## src/rtl/i2s_sample_output.sv

```systemverilog
// i2s_sample_output
//   Buffers the mono sample stream from the synth core in a small FIFO and
//   serialises each sample over Philips I2S. The same sample is sent in the
//   left and right slots. BCLK is a divided i_Clock and a frame is 32 BCLK
//   periods, so the DAC side runs independently of when samples arrive.
//
// Ports
//   i_Clock        system clock
//   i_Reset        synchronous, active-high reset
//   i_SampleReady  one-cycle push strobe qualifying i_Sample
//   i_Sample       16-bit signed PCM sample
//   i_ClearFlags   clears the sticky over/underflow flags
//   o_I2S_BCLK     bit clock, i_Clock / (2*BCLK_DIV)
//   o_I2S_LRCLK    word select (0 = left, 1 = right)
//   o_I2S_SDATA    serial data, MSB first, one BCLK after each LRCLK edge
//   o_FifoLevel    current FIFO occupancy
//   o_Overflow     sticky: a pushed sample was dropped because the FIFO was full
//   o_Underflow    sticky: a frame started while the FIFO was empty
module i2s_sample_output #(
  parameter int unsigned BCLK_DIV   = 4,
  parameter int unsigned FIFO_DEPTH = 8
) (
  input  logic                          i_Clock,
  input  logic                          i_Reset,
  input  logic                          i_SampleReady,
  input  logic [15:0]                   i_Sample,
  input  logic                          i_ClearFlags,
  output logic                          o_I2S_BCLK,
  output logic                          o_I2S_LRCLK,
  output logic                          o_I2S_SDATA,
  output logic [$clog2(FIFO_DEPTH):0]   o_FifoLevel,
  output logic                          o_Overflow,
  output logic                          o_Underflow
);

  localparam int unsigned DIV_W  = (BCLK_DIV > 1) ? $clog2(BCLK_DIV) : 1;
  localparam int unsigned PTR_W  = (FIFO_DEPTH > 1) ? $clog2(FIFO_DEPTH) : 1;
  localparam int unsigned LVL_W  = $clog2(FIFO_DEPTH) + 1;
  localparam int unsigned SMP_W  = 16;
  localparam int unsigned SHR_W  = 2 * SMP_W;
  localparam int unsigned BIT_W  = 5;

  // State registers
  logic [DIV_W-1:0] div_q,    div_d;
  logic             bclk_q,   bclk_d;
  logic [BIT_W-1:0] bit_q,    bit_d;
  logic [SHR_W-1:0] shift_q,  shift_d;
  logic [PTR_W-1:0] wr_ptr_q, wr_ptr_d;
  logic [PTR_W-1:0] rd_ptr_q, rd_ptr_d;
  logic [LVL_W-1:0] level_q,  level_d;
  logic             ovf_q,    ovf_d;
  logic             unf_q,    unf_d;

  logic [SMP_W-1:0] mem [FIFO_DEPTH];

  // Event / handshake decode
  logic             div_tc;
  logic             fall_evt;
  logic             load_evt;
  logic             fifo_empty;
  logic             fifo_full;
  logic             pop_ok;
  logic             push_ok;
  logic [SMP_W-1:0] load_word;

  // Event decode and FIFO push/pop arbitration
  always_comb begin
    div_tc     = (div_q == DIV_W'(BCLK_DIV - 1));
    fall_evt   = div_tc && bclk_q;
    // The fall event that takes the bit counter 0 -> 1 starts a new word
    load_evt   = fall_evt && (bit_q == '0);
    fifo_empty = (level_q == '0);
    fifo_full  = (level_q == LVL_W'(FIFO_DEPTH));
    pop_ok     = load_evt && !fifo_empty;
    // A full FIFO still accepts a push when a pop frees the slot this cycle
    push_ok    = i_SampleReady && (!fifo_full || pop_ok);
    load_word  = pop_ok ? mem[rd_ptr_q] : '0;
  end

  // Next-state logic
  always_comb begin
    div_d    = div_q;
    bclk_d   = bclk_q;
    bit_d    = bit_q;
    shift_d  = shift_q;
    wr_ptr_d = wr_ptr_q;
    rd_ptr_d = rd_ptr_q;
    level_d  = level_q;
    ovf_d    = ovf_q;
    unf_d    = unf_q;

    if (div_tc) begin
      div_d  = '0;
      bclk_d = ~bclk_q;
    end else begin
      div_d  = div_q + DIV_W'(1);
    end

    if (fall_evt) begin
      bit_d = bit_q + BIT_W'(1);
      if (load_evt) begin
        shift_d = {load_word, load_word};
      end else begin
        shift_d = {shift_q[SHR_W-2:0], 1'b0};
      end
    end

    if (push_ok) begin
      wr_ptr_d = wr_ptr_q + PTR_W'(1);
    end
    if (pop_ok) begin
      rd_ptr_d = rd_ptr_q + PTR_W'(1);
    end
    level_d = level_q + LVL_W'(push_ok) - LVL_W'(pop_ok);

    // Sticky flags: clear first so a coincident set wins
    if (i_ClearFlags) begin
      ovf_d = 1'b0;
      unf_d = 1'b0;
    end
    if (i_SampleReady && !push_ok) begin
      ovf_d = 1'b1;
    end
    if (load_evt && fifo_empty) begin
      unf_d = 1'b1;
    end
  end

  // State register
  always_ff @(posedge i_Clock) begin
    if (i_Reset) begin
      div_q    <= '0;
      bclk_q   <= 1'b0;
      bit_q    <= '0;
      shift_q  <= '0;
      wr_ptr_q <= '0;
      rd_ptr_q <= '0;
      level_q  <= '0;
      ovf_q    <= 1'b0;
      unf_q    <= 1'b0;
    end else begin
      div_q    <= div_d;
      bclk_q   <= bclk_d;
      bit_q    <= bit_d;
      shift_q  <= shift_d;
      wr_ptr_q <= wr_ptr_d;
      rd_ptr_q <= rd_ptr_d;
      level_q  <= level_d;
      ovf_q    <= ovf_d;
      unf_q    <= unf_d;
    end
  end

  // Sample storage; contents need no reset since the pointers define validity
  always_ff @(posedge i_Clock) begin
    if (!i_Reset && push_ok) begin
      mem[wr_ptr_q] <= i_Sample;
    end
  end

  // All outputs come straight from flops
  assign o_I2S_BCLK  = bclk_q;
  assign o_I2S_LRCLK = bit_q[BIT_W-1];
  assign o_I2S_SDATA = shift_q[SHR_W-1];
  assign o_FifoLevel = level_q;
  assign o_Overflow  = ovf_q;
  assign o_Underflow = unf_q;

endmodule

```

## config.mk

```make
export PLATFORM = sky130hd
export DESIGN_NAME = i2s_sample_output
export DESIGN_NICKNAME = d
export VERILOG_FILES = /design/src/rtl/i2s_sample_output.sv
export SDC_FILE = /design/constraint.sdc
export NUM_CORES = 1
export LEC_CHECK = 0
export BUFFER_PORTS_ARGS = -buffer_cell sky130_fd_sc_hd__buf_2
export CORE_ASPECT_RATIO = 1.4
export CORE_UTILIZATION = 28
export DETAILED_ROUTE_END_ITERATION = 6
export GPL_TIMING_DRIVEN = 0
export SLEW_MARGIN = 20
export SYNTH_ARGS = -nofsm -noshare
export SYNTH_HDL_FRONTEND = slang
export SYNTH_SLANG_ARGS = --single-unit
```

## constraint.sdc

```tcl
create_clock -name i_Clock -period 8.3 [get_ports i_Clock]
set_input_delay 0.415 -clock i_Clock [delete_from_list [all_inputs] [get_ports i_Clock]]
set_output_delay 0.415 -clock i_Clock [all_outputs]
set_load 0.005 [all_outputs]
```

Yosys cells after proc, flatten, opt, wreduce, memory -nomap -nowiden --
Memories as Yosys holds them, arrays and structs flattened. A register that Yosys moved wholly into a read port is not among the register bits. Index checks and enable logic that the tools add are counted.
Cells by class: reductions and logical operators 17, add/sub/neg operators 6, bitwise operators 1, multiplexer cells 9, eq/ne operators 2
Operators with widths (number):
- 32-bit two-way mux | 1
- 16-bit two-way mux | 1
- 1-bit logical AND | 7
- 3-bit by 1-bit adder with 3-bit output, second input constant | 2
- 3-bit two-way mux | 2
- 5-bit by 1-bit adder with 5-bit output, second input constant | 1
- 5-bit logical NOT | 1
- 1-bit two-way mux | 5
- 4-bit by 1-bit adder with 4-bit output | 1
- 4-bit equality test, second input constant | 1
- 1-bit logical NOT | 4
- 4-bit logical NOT | 1
- 2-bit nonzero test | 2
- 4-bit by 1-bit subtractor with 4-bit output | 1
- 2-bit by 1-bit adder with 2-bit output, second input constant | 1
- 2-bit equality test, second input constant | 1
- 2-bit OR reduction | 1
- 1-bit logical OR | 1
- 1-bit inverter | 1
Storage, ports and cells: RAM bits 128, word-level logic and storage cells 45, input port bits 20, memories kept 1, bits in registers 52, output and inout port bits 9
Memory list:
- mem | words 8, width 16, read ports 1, clocked after memory_dff 1, wr ports 1, RTL line 54 | logic [SMP_W-1:0] mem [FIFO_DEPTH];

Logic depth before layout (Yosys ltp) --
Gate-level depths: netlist of the first run.
depth after elaboration 9, mapped depth 12, gate-level depth less buffers 11

Least setup slack after synthesis of the first run --
OpenSTA, ideal clock, no wires.
kind reg2reg, start register bit_q[0], end memory mem[0][0], enable pin, data required time 7.864 ns, period minus slack after synthesis 3.226 ns, stages on the path, launching flop included 6, setup slack 5.074 ns, setup time 0.436 ns, data arrival time 2.790 ns, buffers on the path 0, path through dfxtp_1 inv_1 ha_1 nor4b_4 a32oi_4 nor4b_1
On the way: longest elaborated chain between the ends 8
RTL lines:
- from (decl) | RTL line 46 | logic [BIT_W-1:0] bit_q, bit_d;
- from (signal assigned) | RTL line 144 | bit_q <= bit_d;
- 5-bit logical NOT | RTL line 71 | load_evt = fall_evt && (bit_q == '0);
- 1-bit logical AND | RTL line 71
- 1-bit logical AND | RTL line 74 | pop_ok = load_evt && !fifo_empty;
- 1-bit logical OR | RTL line 76 | push_ok = i_SampleReady && (!fifo_full || pop_ok);
- 1-bit logical AND | RTL line 76
- 1-bit logical AND | RTL line 156 | if (!i_Reset && push_ok) begin
- 1-bit two-way mux | RTL line 156
- 1-bit two-way mux (not written as such) | RTL line 157 | mem[wr_ptr_q] <= i_Sample;
- to (decl) | RTL line 54
Every way passes these cells.

Final worst setup path of the first run --
start register bit_q[0], end memory mem[4][10], enable pin
Same word-level chain as after synthesis.

==> results of run 1 <==
[metal layers]
| layer | global-route usage, % | vias to the layer above | routed length [um] |
|---|---|---|---|
| li1 | - | 1897 | - |
| met1 | 13.2 | 2129 | 6200 |
| met2 | 22.7 | 51 | 8590 |
| met3 | 2.59 | 11 | 328 |
| met4 | 3.54 | 0 | 133 |
| met5 | 0 | - | 0 |
[cell usage after synthesis, drive strengths merged]
cell         number  area (um^2)
edfxtp          128         3840
dfxtp            55         1100
nor2             51          191
o21ai            33          165
mux4             32          796
a211oi           31          233
nand2            25         96.4
clkbuf           18          159
mux2             16          180
ha               10          125
inv               9         33.8
buf               7         66.3
xnor2             5         43.8
xor2              5         43.8
a21oi             4         20.0
nor3              4         20.0
nand4             3         18.8
nor2b             3         18.8
mux2i             2         20.0
nand2b            2         20.0
nor4b             2         32.5
or3b              2         17.5
a21o              1         7.51
a2bb2oi           1         8.76
a32oi             1         27.5
and2              1         6.26
and3              1         7.51
dlygate4sd1       1         8.76
dlygate4sd3       1         10.0
fa                1         20.0
nand3b            1         7.51
nor3b             1         7.51
nor4              1         12.5
o31ai             1         7.51
or2               1         6.26
or3               1         6.26
[logic make-up (layout without fill, tap and decap cells)]
| family | count (synthesis) | in the layout | share of synthesized area (%) |
|---|---|---|---|
| buffers and inverters | 36 | 109 | 3.76 |
| XOR/XNOR | 10 | 10 | 1.19 |
| AND/OR/NAND/NOR | 99 | 99 | 6.35 |
| flip-flops | 183 | 183 | 66.9 |
| AO/OA/AOI/OAI | 72 | 72 | 6.35 |
| adder cells (fa/ha/maj) | 11 | 11 | 1.96 |
| multiplexers | 50 | 50 | 13.5 |
[worst register-to-register path, cell delays in order (launching register included)]
cell and delay, ns:
dfxtp_1 0.35, inv_1 0.07, ha_1 0.14, nor4b_4 0.34
a32oi_4 0.26, or2_2 0.40, nor4_4 0.57, buf_4 0.34
[final cells by class]
cell class              count  area [um^2]
well taps                 324          405
clock inverters            14          133
repair buffers             41          248
plain buffers              27          244
flip-flops and latches    183         4940
multi-input cells         242         2200
clock buffers              18          429
fillers                  2437        17400
inverters                   9         33.8
[power by group]
| part | total, mW | leakage, nW | switching [mW] | internal (mW) |
|---|---|---|---|---|
| sequential | 1.02 | 1.60 | 0.0149 | 1.01 |
| clock | 0.770 | 0.267 | 0.330 | 0.440 |
| combinational | 0.137 | 0.990 | 0.0752 | 0.0619 |
| total | 1.93 | 2.86 | 0.420 | 1.51 |
[registers in the layout, summed over array words and instances, names as in the netlist, named ones only]
| register | cells |
|---|---|
| bit_q | 5 |
| div_q | 2 |
| mem | 128 |
| o_FifoLevel | 4 |
| o_I2S_BCLK | 1 |
| o_Overflow | 1 |
| o_Underflow | 1 |
| rd_ptr_q | 3 |
| shift_q | 32 |
| wr_ptr_q | 3 |
[how the worst min path moves through the flow]
stage,startpoint,endpoint,cells after the start
floorplan,div_q[0]$_SDFF_PP0_,div_q[0]$_SDFF_PP0_,1
global placement,div_q[0]$_SDFF_PP0_,div_q[0]$_SDFF_PP0_,1
detailed placement,div_q[0]$_SDFF_PP0_,div_q[0]$_SDFF_PP0_,1
CTS,i_Sample[13],mem[0][13]$_DFFE_PP_,1
global route,i_Sample[13],mem[2][13]$_DFFE_PP_,1
finish,i_Sample[0],mem[1][0]$_DFFE_PP_,1
==> out/metrics.sh, run 1 <==
MOSTFREQUENTLAYOUTCELLS='edfxtp_1, dfxtp_1, nor2_1, o21ai_0, buf_2'
GPL.FINAL_WEIGHTED_CONGESTION=0.782
FIN_UTIL_PCT=33.2
CTS-ROOT-BUF='clkbuf_16'
IO_BUFFERS=28
VIA_COUNT=4088
GRT.TOTAL_USAGE_PCT=12.0
CPPEAKSTAGEDELAY_NS=0.57
PERIOD_NEEDED_NS=2.78
FLOORPLAN.DIE_AREA_UM2=27100
AREA_GROWTH_PCT=16.9
INITIAL_ANTENNA_VIOLATION_COUNT=0
SETUP.WORST_PATH.CLASS='reg -> reg'
GRT_PASS1_VIAS=4366
MAXSLEWVIOLCOUNT=0
MOSTFREQUENTLAYOUTCELL='edfxtp_1'
FIN_SKEW_NS=0.00885
SYNTHCELLS=461
PLACE.DETAILED.HPWL_UM=10900
ROUTE.FINAL.WIRE_LENGTH_UM=15300
VIASPERCELL=4.76
BEGINNING_OF_THE_WORST_REGISTER_TO_REGISTER_PATH='bit_q[0]$_SDFFE_PP0P_'
POST_SYNTH_NUM_CELL_TYPES=43
FINALSETUPTNS_NS=0
TRITONCTS='built'
FINAL_NETS=552
FINALCRITPERIODSHARE_PCT=33.5
CLOCK.FMAX_GHz=0.360
DIE_H_UM=194
ROUTED_WL_PER_CELL_UM=17.8
CLOCK_PATH_BUFFERS=2
WORST_SKEW_PAIR.LATE_LATENCY_NS=0.42
LARGEST_NET_DEGREE_AT_THE_START_OF_GLOBAL_ROUTING=17
CRITPATHLAUNCHTYPE='flop'
CRIT_PATH_MAX_FANOUT=9
HOLD_VIOL_FINAL=0
CTS.REPORTEDPATHS.CLKPINSLEW_NS=0.06
DRC_ERRORS=0
CP_NUM_CELLS=7
WORST_R2R_ENDPOINT='mem[4][10]$_DFFE_PP_'
CTS_MAX_LEVEL=4
CRIT_START='bit_q[0]$_SDFFE_PP0P_'
CRITICAL-PATH-TOP-DELAY-FAMILY='simple AND/OR/NAND/NOR gates'
INITIAL_UTILIZATION_PCT=28.4
DPL-INSTANCE-AREA_UM2=8080
ANTENNA_CELLS=0
ROWS=70
SYN-MEAN-INSTANCE-AREA_UM2=16.0
MAPPEDNETLISTAREA_UM2=7390
FLOORPLAN.DIE.WIDTH_UM=139
FINALWORSTSETUPSLACK_NS=5.52
FINAL_CELLS=858
CTS_RESIZED=0
HOLD_CLASS='in -> reg'
CTS.HOLD.BUFFERS_ADDED=0
SYNTHESIS.YOSYS.WARNINGS=0
DP.CELLS=826
SYNTH.FF_LATCH_COUNT=183
DP_WORST_SETUP_SLACK_NS=5.49
DRTPASS1ITERATIONS=5
GLOBALROUTEOVERFLOWTOTAL=0
MAX-VDD-IR-DROP_mV=0.131
POWER_PER_CELL_AREA_nW_PER_UM2=223
NUMBER_OF_BUFFERS_AND_INVERTERS_ON_THE_CRITICAL_PATH=2
TIGHTESTPINTRANSITION_NS=0.728
POSTLAYOUTCELLAREA_UM2=8640
WORST_MAX_SLEW_MARGIN_EXPRESSED_RELATIVE_TO_THE_LIMIT_PCT=51.1
STATUS='finished, final reports clean'
CTS_BUFFERS=17
WORST_HOLD_SLACK_NS=0.262
IOS=29
RRSETUPSLACK_NS=5.52
WORST_PATH_CELL_TRACE='inv_1 > ha_1 > nor4b_4 > a32oi_4 > or2_2 > nor4_4 > buf_4'
TOTAL_POWER_mW=1.93
FINALSETUPVIOLCOUNT=0
DRTITER0DRC=218
GRT_FIRST_PASS_WIRELENGTH_UM=24500
CTS.SINKS=183
CRIT_ARRIVAL_NS=2.89
SETUP_CRIT_END='mem[4][10]$_DFFE_PP_'
MAPPEDNETLISTNETS=492
CP-END-KIND='flop'
UNREPAIRED_SETUP_ENDPOINTS_AFTER_GLOBAL_ROUTING='no'
SYNTH_SEQ_AREA_SHARE_PCT=66.9
CAP_VIOLATIONS=0
CTS_SETUP_BUFFERS=0
CELL_WITH_THE_LARGEST_STAGE_DELAY_ON_THE_WORST_PATH='nor4_4'
CORE_REGION_AREA_UM2=26000
DETAIL_ROUTE_ANTENNA_NETS=0
WORSTREGTOREGCELLS=7
REQUIRED_NS=8.41
POWER.LEAKAGE_nW=2.86
DRIVE_GT1_SHARE_PCT=24.2
(Power assumes the default switching activity.)
==> run 2, diff against run 1 <==
clock period = 2.9 ns   (was 8.3 ns; I/O delays follow)
==> out/metrics.sh, run 2 (synthesis gave the netlist of run 1 again) <==
GRT_FIRST_PASS_WIRELENGTH_UM=23900  # was 24,500 um
FINALSETUPVIOLCOUNT=0  # unchanged
AREA_GROWTH_PCT=18.9  # was 16.9%
CLOCK_PATH_BUFFERS=2  # unchanged
FIN_SKEW_NS=0.0107  # was 0.00885 ns
CTS_BUFFERS=17  # unchanged
ROWS=70  # unchanged
CLOCK.FMAX_GHz=0.369  # was 0.360 GHz
DRTITER0DRC=214  # was 218
CTS-ROOT-BUF='clkbuf_16'  # unchanged
IO_BUFFERS=28  # unchanged
WL_MET1_UM=5990  # was 6200 um
CAP_VIOLATIONS=0  # unchanged
FLOORPLAN.DIE_AREA_UM2=27100  # unchanged
SETUP.WORST_PATH.CLASS='reg -> reg'  # unchanged
WORST_MAX_SLEW_MARGIN_EXPRESSED_RELATIVE_TO_THE_LIMIT_PCT=45.2  # was 51.1%
CTS.REPORTEDPATHS.CLKPINSLEW_NS=0.07  # was 0.06 ns
CRIT_ARRIVAL_NS=3.00  # was 2.89 ns
GRT.TOTAL_USAGE_PCT=11.6  # was 12.0%
WORST_HOLD_SLACK_NS=0.0108  # was 0.262 ns
CRIT_PATH_MAX_FANOUT=10  # was 9
POWER_PER_CELL_AREA_nW_PER_UM2=634  # was 223 nW/um^2
MOSTFREQUENTLAYOUTCELLS='edfxtp_1, dfxtp_1, nor2_1, o21ai_0, a211oi_1'  # was edfxtp_1, dfxtp_1, nor2_1, o21ai_0, buf_2
DETAIL_ROUTE_ANTENNA_NETS=0  # unchanged
STATUS='finished, final reports clean'  # unchanged
MOSTFREQUENTLAYOUTCELL='edfxtp_1'  # unchanged
MAX-VDD-IR-DROP_mV=0.383  # was 0.131 mV
FLOORPLAN.DIE.WIDTH_UM=139  # unchanged
HOLD_VIOL_FINAL=0  # unchanged
VIASPERCELL=4.69  # was 4.76
WORST_SKEW_PAIR.LATE_LATENCY_NS=0.42  # about the same
LARGEST-REGISTER='mem'  # unchanged
HOLD_CLASS='in -> reg'  # unchanged
GRT_PASS1_VIAS=4419  # was 4,366
PERIOD_NEEDED_NS=2.71  # was 2.78 ns
CTS_RESIZED=0  # unchanged
LARGEST_REGISTER_FF_COUNT=128  # unchanged
POSTLAYOUTCELLAREA_UM2=8780  # was 8640 um^2
TIGHTESTPINTRANSITION_NS=0.818  # was 0.728 ns
CTS_MAX_LEVEL=4  # unchanged
FINAL.FILL_COUNT=2428  # was 2,437
DRIVE_GT1_SHARE_PCT=24.3  # was 24.2%
LAYOUT_TOP_REGISTERS='mem (128), shift_q (32), bit_q (5)'  # unchanged
CORE_REGION_AREA_UM2=26000  # unchanged
CP-END-KIND='flop'  # unchanged
UNREPAIRED_SETUP_ENDPOINTS_AFTER_GLOBAL_ROUTING='no'  # unchanged
VIA_COUNT=4075  # was 4,088
GLOBALROUTEOVERFLOWTOTAL=0  # unchanged
IOS=29  # unchanged
WL_MET3_UM=328  # unchanged
ANTENNA_CELLS=0  # unchanged
DETAILROUTE.WIRELENGTH.MET2_UM=8350  # was 8590 um
TOTAL_POWER_mW=5.57  # was 1.93 mW
REQUIRED_NS=3.19  # was 8.41 ns
DP.CELLS=825  # was 826
INITIAL_UTILIZATION_PCT=28.4  # unchanged
LARGEST_NET_DEGREE_AT_THE_START_OF_GLOBAL_ROUTING=19  # was 17
CTS.SINKS=183  # unchanged
MAXSLEWVIOLCOUNT=0  # unchanged
CRITPATHLAUNCHTYPE='flop'  # unchanged
TRITONCTS='built'  # unchanged
ROUTE.FINAL.WIRE_LENGTH_UM=14900  # was 15,300 um
TOP_LAYER_USED='met4'  # unchanged
DRC_ERRORS=0  # unchanged
DPL-INSTANCE-AREA_UM2=8090  # was 8080 um^2
FINAL_NETS=562  # was 552
FINAL_CELLS=868  # was 858
DIE_H_UM=194  # unchanged
POWER.LEAKAGE_nW=2.91  # was 2.86 nW
DRTPASS1ITERATIONS=4  # was 5
INITIAL_ANTENNA_VIOLATION_COUNT=0  # unchanged
FINALCRITPERIODSHARE_PCT=93.5  # was 33.5%
ROUTED_WL_PER_CELL_UM=17.1  # was 17.8 um
PLACE.DETAILED.HPWL_UM=10800  # was 10,900 um
GPL.FINAL_WEIGHTED_CONGESTION=0.788  # was 0.782
-- run 2: changes by cell type in the layout (fill, tap and decap cells not counted), sizes merged --
cell and delta:
buf -1, bufinv -1, clkbuf -1, clkinv -5
dlygate4sd3 +11, inv +7
-- run 2: metal layers --
metal / vias to the layer above / track usage (%)
met1: 2085 / 12.2
met2: 66 / 22.5
met3: 16 / 2.35
li1: 1908 / -
met4: 0 / 4.03
met5: - / 0
-- run 2: layout make-up --
class                      instances  area (um^2)  area share [%]
tap                              324          405            4.62
sequential                       183         4940            56.3
clock inverter                    15          154            1.75
inverter                           9         33.8           0.385
multi-input combinational        242         2210            25.2
timing repair buffer              51          363            4.13
buffer                            27          244            2.78
clock buffer                      17          425            4.84
-- run 2: stage by stage --
step	setup TNS [ns]	utilization, %	worst slack [ns]
floorplan	0	-	0.224
global placement	-88.20	30.5	-1.00
detailed placement	0	31.1	0.197
CTS	0	33.8	0.176
global route	0	33.8	0.0532
finish	0	33.8	0.189
-- run 2: worst paths after layout --
check	start	endpoint	slack [ns]	cells after the start
worst min register to register	div_q[0]$_SDFF_PP0_	div_q[0]$_SDFF_PP0_	0.43	1
worst min-delay path	i_Sample[9]	mem[6][9]$_DFFE_PP_	0.01	1
worst max-delay path	o_FifoLevel[2]$_SDFF_PP0_	o_FifoLevel[2]$_SDFF_PP0_	0.19	11
worst max register to register	o_FifoLevel[2]$_SDFF_PP0_	o_FifoLevel[2]$_SDFF_PP0_	0.19	11
-- run 2: where the power goes --
group	internal [mW]	total (mW)	switching, mW
Clock	1.22	2.24	1.02
Combinational	0.188	0.407	0.218
Sequential	2.88	2.92	0.0423
-- run 2: timing repair --
action	CTS	global route
setup buffers	0	0
endpoints found under the setup margin	0	0
endpoints found under the hold margin	79	0
hold buffers	11	0
-- run 2: critical path, stage by stage (launching register included) --
cell and delay, ns:
dfxtp_1 0.31, inv_1 0.09, ha_1 0.18, or3b_2 0.50
and3_2 0.22, clkbuf_8 0.17, nand2b_1 0.14, o21ai_0 0.13
ha_1 0.23, fa_1 0.39, xnor2_1 0.17, nor2_1 0.06
==> run 3, diff against run 2 <==
CORE_UTILIZATION = 64   (was 28)
CTS_BUF_LIST = sky130_fd_sc_hd__clkbuf_4   (was unset)
PLACE_DENSITY = 0.82   (was unset)
==> out/metrics.sh, run 3 (synthesis gave the netlist of run 1 again) <==
WORST_MAX_SLEW_MARGIN_EXPRESSED_RELATIVE_TO_THE_LIMIT_PCT=51.4  # was 45.2%
CTS_BUFFERS=17  # unchanged
FLOORPLAN.DIE_AREA_UM2=12000  # was 27,100 um^2
CELL_WITH_THE_LARGEST_STAGE_DELAY_ON_THE_WORST_PATH='nor4_4'  # was or3b_2
DETAIL_ROUTE_ANTENNA_NETS=0  # unchanged
CTS_RESIZED=0  # unchanged
MOSTFREQUENTLAYOUTCELL='edfxtp_1'  # unchanged
MOSTFREQUENTLAYOUTCELLS='edfxtp_1, dfxtp_1, nor2_1, o21ai_0, a211oi_1'  # unchanged
VIASPERCELL=5.97  # was 4.69
PLACE.DETAILED.HPWL_UM=9280  # was 10,800 um
CAP_VIOLATIONS=0  # unchanged
POWER_PER_CELL_AREA_nW_PER_UM2=570  # was 634 nW/um^2
ROWS=46  # was 70
NUMBER_OF_BUFFERS_AND_INVERTERS_ON_THE_CRITICAL_PATH=2  # unchanged
DIE_H_UM=129  # was 194 um
CLOCK.FMAX_GHz=0.369  # about the same
FINAL.FILL_COUNT=684  # was 2,428
MAX-VDD-IR-DROP_mV=0.398  # was 0.383 mV
CP-END-KIND='flop'  # unchanged
ROUTED_WL_PER_CELL_UM=19.6  # was 17.1 um
GRT_PASS1_VIAS=4153  # was 4,419
DRTITER0DRC=289  # was 214
AREA_GROWTH_PCT=13.2  # was 18.9%
DRC_ERRORS=0  # unchanged
GRT.TOTAL_USAGE_PCT=24.7  # was 11.6%
IO_BUFFERS=28  # unchanged
WORST_PATH_CELL_TRACE='inv_1 > ha_1 > nor4b_4 > a32oi_4 > or2_2 > nor4_4 > buf_4'  # was inv_1 > ha_1 > or3b_2 > and3_2 > clkbuf_8 > nand2b_1 > o21ai_0 > ha_1 > fa_1 > xnor2_1 > nor2_1
INITIAL_UTILIZATION_PCT=65.5  # was 28.4%
SETUP.WORST_PATH.CLASS='reg -> reg'  # unchanged
CTS-ROOT-BUF='clkbuf_4'  # was clkbuf_16
FINALSETUPTNS_NS=0  # unchanged
WORST_HOLD_SLACK_NS=0.127  # was 0.0108 ns
LARGEST_REGISTER_FF_COUNT=128  # unchanged
CLOCK_PATH_BUFFERS=2  # unchanged
WORST_HOLD_STARTPOINT='i_SampleReady'  # was i_Sample[9]
INITIAL_ANTENNA_VIOLATION_COUNT=1  # was 0
LAYOUT_TOP_REGISTERS='mem (128), shift_q (32), bit_q (5)'  # unchanged
PERIOD_NEEDED_NS=2.71  # about the same
FINAL_NETS=569  # was 562
HOLD_VIOL_FINAL=0  # unchanged
STATUS='finished, final reports clean'  # unchanged
ROUTE.FINAL.WIRE_LENGTH_UM=13600  # was 14,900 um
LARGEST_NET_DEGREE_AT_THE_START_OF_GLOBAL_ROUTING=17  # was 19
UNREPAIRED_SETUP_ENDPOINTS_AFTER_GLOBAL_ROUTING='no'  # unchanged
CPPEAKSTAGEDELAY_NS=0.46  # was 0.50 ns
CTS.REPORTEDPATHS.CLKPINSLEW_NS=0.15  # was 0.07 ns
FINALCRITPERIODSHARE_PCT=93.3  # was 93.5%
FIN_SKEW_NS=0.0213  # was 0.0107 ns
CORE_REGION_AREA_UM2=11300  # was 26,000 um^2
FINALSETUPVIOLCOUNT=0  # unchanged
CTS.SINKS=183  # unchanged
POWER.LEAKAGE_nW=2.83  # was 2.91 nW
VIA_COUNT=4149  # was 4,075
WORST_SKEW_PAIR.LATE_LATENCY_NS=0.55  # was 0.42 ns
IOS=29  # unchanged
REQUIRED_NS=3.15  # was 3.19 ns
CRITICAL-PATH-TOP-DELAY-FAMILY='simple AND/OR/NAND/NOR gates'  # unchanged
DRTPASS1ITERATIONS=6  # was 4
CRIT_PATH_MAX_FANOUT=10  # unchanged
CRITPATHLAUNCHTYPE='flop'  # unchanged
GPL.FINAL_WEIGHTED_CONGESTION=0.829  # was 0.788
CRIT_ARRIVAL_NS=2.95  # was 3.00 ns
TRITONCTS='built'  # unchanged
BEGINNING_OF_THE_WORST_REGISTER_TO_REGISTER_PATH='bit_q[0]$_SDFFE_PP0P_'  # was o_FifoLevel[2]$_SDFF_PP0_
FINALWORSTSETUPSLACK_NS=0.193  # was 0.189 ns
TIGHTESTPINTRANSITION_NS=0.725  # was 0.818 ns
GLOBALROUTEOVERFLOWTOTAL=0  # unchanged
FLOORPLAN.DIE.WIDTH_UM=92.8  # was 139 um
DRIVE_GT1_SHARE_PCT=23.6  # was 24.3%
CRIT_START='bit_q[0]$_SDFFE_PP0P_'  # was o_FifoLevel[2]$_SDFF_PP0_
MAXSLEWVIOLCOUNT=0  # unchanged
GRT_FIRST_PASS_WIRELENGTH_UM=21400  # was 23,900 um
HOLD_CLASS='in -> reg'  # unchanged
LARGEST-REGISTER='mem'  # unchanged
DP_WORST_SETUP_SLACK_NS=0.226  # was 0.197 ns
CTS_MAX_LEVEL=4  # unchanged
run 3: worst reg2reg max path: stages (launching register included):
cell and delay, ns:
dfxtp_1 0.38, inv_1 0.07, ha_1 0.14, nor4b_4 0.34
a32oi_4 0.28, or2_2 0.41, nor4_4 0.46, buf_4 0.32
run 3: cell type report:
cell class | instances | area (um^2) | area share (%)
repair buffers | 58 | 443 | 5.30
clock buffers | 17 | 128 | 1.53
plain buffers | 27 | 244 | 2.92
diodes | 1 | 2.50 | 0.0299
well taps | 144 | 180 | 2.15
flip-flops and latches | 183 | 4940 | 59.1
clock inverters | 14 | 175 | 2.09
multi-input cells | 242 | 2210 | 26.5
inverters | 9 | 33.8 | 0.404
run 3: path summary, 6_finish.rpt:
kind / endpoint / slack, ns / cells after the start
setup / recovery: mem[4][8]$_DFFE_PP_ / 0.19 / 7
hold reg to reg: div_q[0]$_SDFF_PP0_ / 0.45 / 1
setup reg to reg: mem[4][8]$_DFFE_PP_ / 0.19 / 7
hold / removal: wr_ptr_q[1]$_SDFFE_PP0N_ / 0.13 / 4
run 3: repair_timing:
item                      CTS  global route
hold endpoints to repair  140             0
hold buffers               19             0
setup buffers               0             0
run 3: metrics by stage:
step	total power, mW	instances	area (um^2)	util [%]
finish	4.77	695	8360	74.1
global route	4.94	695	8360	74.1
CTS	4.79	694	8360	74.1
detailed placement	3.36	644	7870	69.8
global placement	3.32	633	7720	68.4
floorplan	3.21	461	7400	-
run 3: routing by layer:
layer	global-route usage (%)	vias to the layer above	part of all wire, %
met5	0	-	0
met4	13.6	0	3.6
met3	5.05	39	3.8
met2	42.4	124	53
met1	29.3	2054	40
li1	-	1932	-
run 3: report_power, final:
group,internal [mW],switching (mW)
clock,0.603,0.836
combinational,0.195,0.210
sequential,2.88,0.0440
total,3.68,1.09
